[src/rtl/uart_pkg.sv]
// rtl/uart_pkg.sv - shared UART types, constants and bit-timing helper
//
// Shared by uart_rx and uart_tx so both ends derive identical bit timing.
//   rx_state_t    : receiver FSM state encoding
//   DATA_BITS     : payload bits per frame (8N1)
//   LINE_IDLE     : level of an idle serial line
//   clks_per_bit(): system clocks per serial bit
package uart_pkg;

    localparam int DATA_BITS = 8;
    localparam logic LINE_IDLE = 1'b1;

    typedef enum logic [2:0] {
        IDLE      = 3'd0,
        START     = 3'd1,
        DATA      = 3'd2,
        STOP      = 3'd3,
        WAIT_IDLE = 3'd4
    } rx_state_t;

    // Integer division truncates; callers pick frequencies that keep the
    // resulting baud error within the receiver's mid-bit sampling margin.
    function automatic int clks_per_bit(input int clk_freq, input int baud);
        return clk_freq / baud;
    endfunction

endpackage

[src/rtl/uart_sync_2ff.sv]
// rtl/uart_sync_2ff.sv - two-flop synchroniser for asynchronous inputs
//
// Ports:
//   clk   : destination clock
//   rst_n : synchronous active-low reset; both stages load RESET_VAL
//   d     : asynchronous input
//   q     : synchronised output, two cycles behind d
module uart_sync_2ff #(
    parameter int               WIDTH     = 1,
    parameter logic [WIDTH-1:0] RESET_VAL = WIDTH'(1)
) (
    input  logic             clk,
    input  logic             rst_n,
    input  logic [WIDTH-1:0] d,
    output logic [WIDTH-1:0] q
);

    logic [WIDTH-1:0] meta;

    always_ff @(posedge clk) begin
        if (!rst_n) begin
            meta <= RESET_VAL;
            q    <= RESET_VAL;
        end else begin
            meta <= d;
            q    <= meta;
        end
    end

endmodule

[src/rtl/uart_rx.sv]
// rtl/uart_rx.sv - 8N1 UART receiver with mid-bit sampling and framing-error report
//
// Ports:
//   clk        : system clock
//   rst_n      : synchronous active-low reset
//   rx         : asynchronous serial line, idles high
//   dout       : last good received byte, held until the next good frame
//   dout_valid : one-cycle pulse when dout is updated
//   frame_err  : one-cycle pulse when a stop bit samples low
//   rx_busy    : high from start-bit detection until the FSM is back in IDLE
module uart_rx
    import uart_pkg::*;
#(
    parameter int CLK_FREQ  = 50_000_000,
    parameter int BAUD_RATE = 115_200
) (
    input  logic                 clk,
    input  logic                 rst_n,
    input  logic                 rx,
    output logic [DATA_BITS-1:0] dout,
    output logic                 dout_valid,
    output logic                 frame_err,
    output logic                 rx_busy
);

    localparam int CLKS_PER_BIT = clks_per_bit(CLK_FREQ, BAUD_RATE);
    localparam int HALF_BIT     = CLKS_PER_BIT / 2;
    localparam int CNT_W        = $clog2(CLKS_PER_BIT) + 1;

    localparam logic [CNT_W-1:0] CNT_BIT_END  = CNT_W'(CLKS_PER_BIT - 1);
    localparam logic [CNT_W-1:0] CNT_HALF_END = CNT_W'(HALF_BIT - 1);
    localparam logic [2:0]       LAST_BIT     = 3'(DATA_BITS - 1);

    rx_state_t            state;
    logic [CNT_W-1:0]     clk_cnt;
    logic [2:0]           bit_index;
    logic [DATA_BITS-1:0] shift_reg;
    logic                 rx_s;

    uart_sync_2ff #(
        .WIDTH     (1),
        .RESET_VAL (LINE_IDLE)
    ) u_sync (
        .clk   (clk),
        .rst_n (rst_n),
        .d     (rx),
        .q     (rx_s)
    );

    // Once START has confirmed the start bit at its centre, every later
    // sample lands one full bit period on, i.e. in the middle of each bit.
    // The stop bit is therefore judged half a bit early, which gives the
    // FSM time to be back in IDLE before a back-to-back start edge arrives.
    always_ff @(posedge clk) begin
        if (!rst_n) begin
            state      <= IDLE;
            clk_cnt    <= '0;
            bit_index  <= '0;
            shift_reg  <= '0;
            dout       <= '0;
            dout_valid <= 1'b0;
            frame_err  <= 1'b0;
            rx_busy    <= 1'b0;
        end else begin
            // Status outputs are single-cycle pulses unless set below.
            dout_valid <= 1'b0;
            frame_err  <= 1'b0;

            case (state)
                IDLE: begin
                    clk_cnt   <= '0;
                    bit_index <= '0;
                    if (rx_s == 1'b0) begin
                        state   <= START;
                        rx_busy <= 1'b1;
                    end
                end

                START: begin
                    if (clk_cnt == CNT_HALF_END) begin
                        clk_cnt <= '0;
                        if (rx_s == 1'b0) begin
                            state <= DATA;
                        end else begin
                            // Low pulse shorter than half a bit: noise, not a start.
                            state   <= IDLE;
                            rx_busy <= 1'b0;
                        end
                    end else begin
                        clk_cnt <= clk_cnt + 1'b1;
                    end
                end

                DATA: begin
                    if (clk_cnt == CNT_BIT_END) begin
                        clk_cnt   <= '0;
                        // LSB arrives first, so shifting in at the MSB leaves
                        // bit 0 in shift_reg[0] after the eighth sample.
                        shift_reg <= {rx_s, shift_reg[DATA_BITS-1:1]};
                        if (bit_index == LAST_BIT) begin
                            bit_index <= '0;
                            state     <= STOP;
                        end else begin
                            bit_index <= bit_index + 1'b1;
                        end
                    end else begin
                        clk_cnt <= clk_cnt + 1'b1;
                    end
                end

                STOP: begin
                    if (clk_cnt == CNT_BIT_END) begin
                        clk_cnt <= '0;
                        if (rx_s == 1'b1) begin
                            dout       <= shift_reg;
                            dout_valid <= 1'b1;
                            state      <= IDLE;
                            rx_busy    <= 1'b0;
                        end else begin
                            // Keep the previous dout; the payload is suspect.
                            frame_err <= 1'b1;
                            state     <= WAIT_IDLE;
                        end
                    end else begin
                        clk_cnt <= clk_cnt + 1'b1;
                    end
                end

                WAIT_IDLE: begin
                    // A line held low (break) must not be mistaken for a
                    // string of start bits; wait for it to return high.
                    clk_cnt   <= '0;
                    bit_index <= '0;
                    if (rx_s == 1'b1) begin
                        state   <= IDLE;
                        rx_busy <= 1'b0;
                    end
                end

                default: begin
                    state   <= IDLE;
                    clk_cnt <= '0;
                    rx_busy <= 1'b0;
                end
            endcase
        end
    end

endmodule

[config.mk]
export PLATFORM = sky130hd
export DESIGN_NAME = uart_rx
export DESIGN_NICKNAME = d
export VERILOG_FILES = /design/src/rtl/uart_pkg.sv /design/src/rtl/uart_sync_2ff.sv /design/src/rtl/uart_rx.sv
export SDC_FILE = /design/constraint.sdc
export NUM_CORES = 1
export LEC_CHECK = 0
export BUFFER_PORTS_ARGS = -buffer_cell sky130_fd_sc_hd__buf_2
export CAP_MARGIN = 15
export CORE_ASPECT_RATIO = 0.75
export CORE_UTILIZATION = 57
export DETAILED_ROUTE_END_ITERATION = 10
export PLACE_DENSITY = 0.84
export SYNTH_ARGS = -nofsm -noshare
export SYNTH_HDL_FRONTEND = slang
export SYNTH_SLANG_ARGS = --single-unit
[constraint.sdc]
create_clock -name clk -period 2.1 [get_ports clk]
set_input_delay 0.42 -clock clk [delete_from_list [all_inputs] [get_ports clk]]
set_output_delay 0.42 -clock clk [all_outputs]
set_load 0.02 [all_outputs]
## Word-level counts from Yosys, hierarchy flattened

Index checks and enable logic that the tools add are counted.

| storage, ports and cells | value |
|---|---|
| register bits after elaboration | 37 |
| latch bits | 0 |
| memory bits (writable) | 0 |
| bits in read-only memories | 0 |
| bits of input ports | 3 |
| output and inout bits | 11 |
| logic and storage cells | 58 |
| memories kept | 0 |

| operators by class | value |
|---|---|
| add/sub/neg operators | 2 |
| multipliers | 0 |
| div/mod/pow operators | 0 |
| $lt $le $gt $ge | 0 |
| equality and inequality tests | 13 |
| shift operators | 0 |
| multiplexer cells | 22 |
| bitwise gates (word level) | 1 |
| reductions and logical operators | 10 |

Operators by type and width:

| kind | number |
|---|---|
| 3-bit two-way mux | 9 |
| 10-bit two-way mux | 2 |
| 10-bit case mux with 2 select lines | 1 |
| 3-bit case mux with 5 select lines | 1 |
| 10-bit by 1-bit adder with 10-bit output (second input constant) | 1 |
| 10-bit by 8-bit equality test with 1-bit output (second input constant) | 1 |
| 10-bit by 9-bit equality test with 1-bit output (second input constant) | 1 |
| 2-bit != test (second input constant) | 5 |
| 3-bit by 2-bit equality test with 1-bit output (second input constant) | 2 |
| 3-bit equality test (second input constant) | 2 |
| 1-bit two-way mux | 6 |
| 3-bit case mux with 2 select lines | 1 |
| 3-bit AND reduction | 2 |
| 6-bit AND reduction | 1 |
| 1-bit case mux with 5 select lines | 1 |
| 2-bit AND reduction | 2 |
| 4-bit AND reduction | 1 |
| 2-bit OR reduction | 2 |
| 3-bit by 1-bit adder with 3-bit output (second input constant) | 1 |
| 3-bit by 1-bit equality test with 1-bit output (second input constant) | 1 |
| 3-bit logical NOT | 1 |
| 2-bit two-way mux | 1 |
| 2-bit by 1-bit != test with 1-bit output (second input constant) | 1 |
| 2-bit nonzero test | 1 |
| 1-bit NOT | 1 |

## Depth between registers and ports, before layout

| logic depth | value |
|---|---|
| word-level depth | 4 |
| mapped depth | 8 |
| depth with buffers taken out | 7 |

## Hierarchy

Synthesis repeated with hierarchy kept, for this count alone.

| second synthesis, totals | value |
|---|---|
| cells, all modules | 160 |
| area, all modules | 1,620.3 sq um |

Modules (own cells, without submodules):

| module | times used | cells an instance | area an instance (sq um) | sequential area each (sq um) |
|---|---|---|---|---|
| uart_rx | 1 | 156 | 1,567.8 | 700.7 |
| uart_sync_2ff | 1 | 4 | 52.6 | 40.0 |

## Worst setup path after synthesis

OpenSTA, ideal clock, no wires.

| timing path | value |
|---|---|
| path kind | register -> register |
| from | register clk_cnt[0] |
| to | register state[1] |
| library setup time | 0.072 ns |
| data arrival time | 1.692 ns |
| required time | 2.028 ns |
| setup slack | 0.336 ns |
| cell stages (with the launch flop) | 8 |
| buffers on the path | 0 |
| period minus slack after synthesis | 1.764 ns |
| path through | dfxtp_1 > inv_1 > ha_1 > or3b_2 > nor4_1 > a2111oi_0 > nand2b_1 > mux2i_1 |

| between the ends | value |
|---|---|
| cells in the longest elaborated chain, start to end | 3 |
| elaborated cells between the ends (all ways) | 6 |
| those cells by class | 5 x eq/ne; 1 x reduce/logical |

Ends and longest elaborated chain:

| item | line | RTL |
|---|---|---|
| from (decl) | uart_rx.sv:35 | `logic [CNT_W-1:0] clk_cnt;` |
| from (signal assigned) | uart_rx.sv:90 | `clk_cnt <= clk_cnt + 1'b1;` |
| from (signal assigned) | uart_rx.sv:107 | `clk_cnt <= clk_cnt + 1'b1;` |
| from (signal assigned) | uart_rx.sv:125 | `clk_cnt <= clk_cnt + 1'b1;` |
| 10-bit by 9-bit equality test with 1-bit output / 10-bit by 8-bit equality test with 1-bit output (equally long branches) | uart_rx.sv:95, uart_rx.sv:112, uart_rx.sv:80 |  |
| 2-bit != test (no source line) | - |  |
| 6-bit AND reduction (no source line) * | - |  |
| to (signal assigned) | uart_rx.sv:102 | `state <= STOP;` |
| to (signal assigned) | uart_rx.sv:117 | `state <= IDLE;` |
| to (signal assigned) | uart_rx.sv:122 | `state <= WAIT_IDLE;` |
| to (decl) | uart_rx.sv:34 | `rx_state_t state;` |

Mark *: on every way between the ends. The rest lies on a longest branch, timed or not.
A chain may end at the register's enable or synchronous reset.

## Worst setup path after layout

| timing path | value |
|---|---|
| from | register clk_cnt[0] |
| to | register shift_reg[7] |

| between the ends | value |
|---|---|
| cells in the longest elaborated chain, start to end | 2 |

Ends and longest elaborated chain:

| item | line | RTL |
|---|---|---|
| 10-bit by 9-bit equality test with 1-bit output | uart_rx.sv:95 | `if (clk_cnt == CNT_BIT_END) begin` |
| 2-bit AND reduction (no source line) | - |  |
| to (signal assigned) | uart_rx.sv:99 | `shift_reg <= {rx_s, shift_reg[DATA_BITS-1:1]};` |
| to (decl) | uart_rx.sv:37 | `logic [DATA_BITS-1:0] shift_reg;` |

No other way between the ends.

==> impl_metrics.tcl <==
set metrics [dict create \
    status "finished clean" \
    power_density_mw_per_mm2 694 \
    max_freq_mhz 510 \
    maxSlewViolCount 0 \
    slowest_stage "and3_4" \
    fin_tns_setup_ns 0 \
    netlist_instances 160 \
    utilization_pct 66.6 \
    place_ws_ns 0.0864 \
    clock_latency_ns 0.28 \
    path_buf_inv 0 \
    viasPerCell 5.47 \
    min_delay_path_depth 2 \
    drtIter0Drc 37 \
    min_period_ns 1.96 \
    core_area_sq_mm 0.00266 \
    place_congestion 0.817 \
    worstPathCellList "ha_1 > nand4b_1 > nor4_4 > and3_4 > mux2i_1 > nor2b_1" \
    worst_pin_slew_ns 0.595 \
    critPathMaxStageDelay_ns 0.41 \
    h-tree-depth 2 \
    power_uw 1230 \
    dieWidth_um 63.6 \
    leakagePower_uw 0.000638 \
    skew_ns 0.00395 \
    drt-pass1-iter-count 4 \
    grt_pass1_wl_um 4800 \
    numCtsBuffers 5 \
    p_int_uw 984 \
    end_kind "flip-flop" \
    power_frac_seq_pct 57.9 \
    syn-num-nets 168 \
    r2r_setup_slack_ns 0.14 \
    rsz0062_at_grt "no" \
    cp_top_family "simple AND/OR/NAND/NOR gates" \
    nFillCells 200 \
    numPortBuffers 13 \
    start_util_pct 60.9 \
    num_vias 1143 \
    final_layout_size_suffix_gt1_share_pct 15.0 \
    yosys_warnings 0 \
    grt_pass1_vias 1101 \
    root_buffer "clkbuf_8" \
    syn_to_final_growth_pct 9.33 \
    r2r_cells 6 \
    holdPathEnd "u_sync.meta" \
    floorplan.die_area_sq_mm 0.00307 \
    clkPwrFrac_pct 39.0 \
    dieHeight_um 48.2 \
    reg2reg_to "shift_reg[7]" \
    cp_max_fo 11 \
    ys_types 36 \
    postCtsSetupBuffers 0 \
    antenna_found_initial 0 \
    synth_area_sq_mm 0.00162 \
    postSynthAreaPerCell_sq_um 10.1 \
    grt_max_degree 28 \
    yosysTopAreaCellShare_pct 45.6 \
    min_path_type "in2reg" \
    combPwrFrac_pct 3.1 \
    setup.worst_path.class "reg2reg" \
    wirelength_um 2900 \
    post_drt_wl_per_cell_um 13.9 \
    cts_tree "done" \
    swShare_pct 20.1 \
    hold_violations 0 \
    drc_errors 0 \
    cts.sinks 37 \
    clock_path_buffers 2 \
    diodes 0 \
    worstHoldStart "rx" \
    setup_viol 0 \
    critPathRequiredTime_ns 2.28 \
    design_area_sq_mm 0.00177 \
    io_pins 14 \
    ys_seq_area_share_pct 45.6 \
    dp_hpwl_um 2040 \
    setup_slack_ns 0.141 \
    arrival_ns 2.13 \
    synth_area_leader_cell "dfxtp_1" \
    placed_area_sq_mm 0.00168 \
    ir_worst_vdd_mv 0.525 \
    relSlewSlack_pct 60.3 \
    gr-total-overflow 0 \
    largest_reg_flops 10 \
    post-route-period-util_pct 93.3 \
    rows 16 \
    grtUsageTotal_pct 21.6 \
    p_sw_uw 248 \
    rr_startpoint "clk_cnt[0]" \
    ant_nets 0 \
    path_clk_slew_ns 0.06 \
    nets 181 \
    drv_cap 0 \
    synth_seq_cells 37 \
    ctsHoldBuffers 0 \
    cp-start-kind "flip-flop" \
    synth_area_leaders "dfxtp_1 (46%), mux2i_1 (13%), nor2b_1 (6.2%)" \
]
worst max path at each step:
stage / cells after the start / endpoint / startpoint
floorplan: 7 / state[1] / clk_cnt[0]
global placement: 7 / state[1] / clk_cnt[0]
detailed placement: 7 / state[1] / clk_cnt[0]
CTS: 7 / state[1] / clk_cnt[0]
global route: 6 / bit_index[2] / clk_cnt[0]
finish: 6 / shift_reg[7] / clk_cnt[0]
worst reg2reg max path: stages (launching register included):
cell and delay [ns]:
dfxtp_1 0.40, ha_1 0.18, nand4b_1 0.16, nor4_4 0.40, and3_4 0.41, mux2i_1 0.25, nor2b_1 0.06
power groups by stage:
| stage | Sequential (uW) | Clock (uW) | Combinational, uW |
|---|---|---|---|
| finish | 713 | 481 | 38.6 |
| global placement | 728 | 0 | 36.2 |
| detailed placement | 728 | 0 | 38.0 |
| floorplan | 727 | 0 | 30.8 |
| CTS | 712 | 493 | 38.1 |
| global route | 713 | 522 | 42.9 |
area by class of cell:
class / instances / area, sq um / area share, %
Inverter: 6 / 22.5 / 1.27
Sequential cell: 37 / 741 / 41.7
Multi-Input combinational cell: 110 / 815 / 45.9
Clock buffer: 7 / 86.3 / 4.87
Timing Repair Buffer: 13 / 65.1 / 3.67
Tap cell: 36 / 45.0 / 2.54
routing by layer:
layer  track usage (%)  part of all wire, %
met5                 0                    0
met4              15.0                  1.3
met3              6.31                  4.0
met2              36.8                   49
met1              24.9                   46
cells in the final DEF, fill, tap and decap left out:
| cell type | count |
|---|---|
| a2111oi_1 | 1 |
| a21boi_0 | 1 |
| a22o_1 | 1 |
| a22oi_1 | 1 |
| a311o_1 | 1 |
| and2_1 | 1 |
| and3_1 | 2 |
| and3_4 | 2 |
| and4_1 | 1 |
| and4_2 | 1 |
| buf_2 | 13 |
| clkbuf_1 | 1 |
| clkbuf_8 | 6 |
| dfxtp_1 | 37 |
| ha_1 | 5 |
| inv_1 | 6 |
| maj3_1 | 1 |
| mux2_2 | 1 |
| mux2i_1 | 21 |
| nand2_1 | 6 |
| nand2b_1 | 3 |
| nand3_1 | 6 |
| nand4_1 | 1 |
| nand4b_1 | 1 |
| nor2_1 | 20 |
| nor2b_1 | 16 |
| nor4_1 | 1 |
| nor4_4 | 1 |
| o211a_1 | 1 |
| o21ai_0 | 1 |
| o31ai_1 | 1 |
| or2_4 | 1 |
| or3b_2 | 1 |
| xnor2_1 | 5 |
| xor2_1 | 5 |
kinds of logic (layout without fill, tap and decap cells):
| kind of cell | count (synthesis) | in the layout | synth area share, % |
|---|---|---|---|
| compound gates | 8 | 8 | 4.01 |
| buf+inv | 13 | 26 | 4.47 |
| mux | 22 | 22 | 13.6 |
| flops | 37 | 37 | 45.6 |
| simple gates | 64 | 64 | 22.4 |
| xor+xnor | 10 | 10 | 5.40 |
| fa+ha+maj | 6 | 6 | 4.47 |
through the flow:
stage,hold slack (ns),std cells
3_5_place_dp,0.401,202
2_1_floorplan,0.386,160
5_1_grt,0.317,209
3_3_place_gp,0.393,202
6_report,0.319,209
4_1_cts,0.316,209
synthesized netlist by cell type, drive strengths merged:
| master | n |
|---|---|
| dfxtp | 37 |
| mux2i | 21 |
| nor2 | 20 |
| nor2b | 16 |
| inv | 6 |
| nand2 | 6 |
| nand3 | 6 |
| clkbuf | 5 |
| ha | 5 |
| xnor2 | 5 |
| xor2 | 5 |
| and3 | 4 |
| nand2b | 3 |
| and4 | 2 |
| buf | 2 |
| nor4 | 2 |
| a2111oi | 1 |
| a21boi | 1 |
| a22o | 1 |
| a22oi | 1 |
| a311o | 1 |
| and2 | 1 |
| maj3 | 1 |
| mux2 | 1 |
| nand4 | 1 |
| nand4b | 1 |
| o211a | 1 |
| o21ai | 1 |
| o31ai | 1 |
| or2 | 1 |
| or3b | 1 |
timing repair:
action / CTS / global route
resized for setup: 0 / 2
endpoints found under the hold margin: 0 / 0
setup endpoints to repair: 0 / 3
Note: power is estimated with default switching activity, not from simulation.
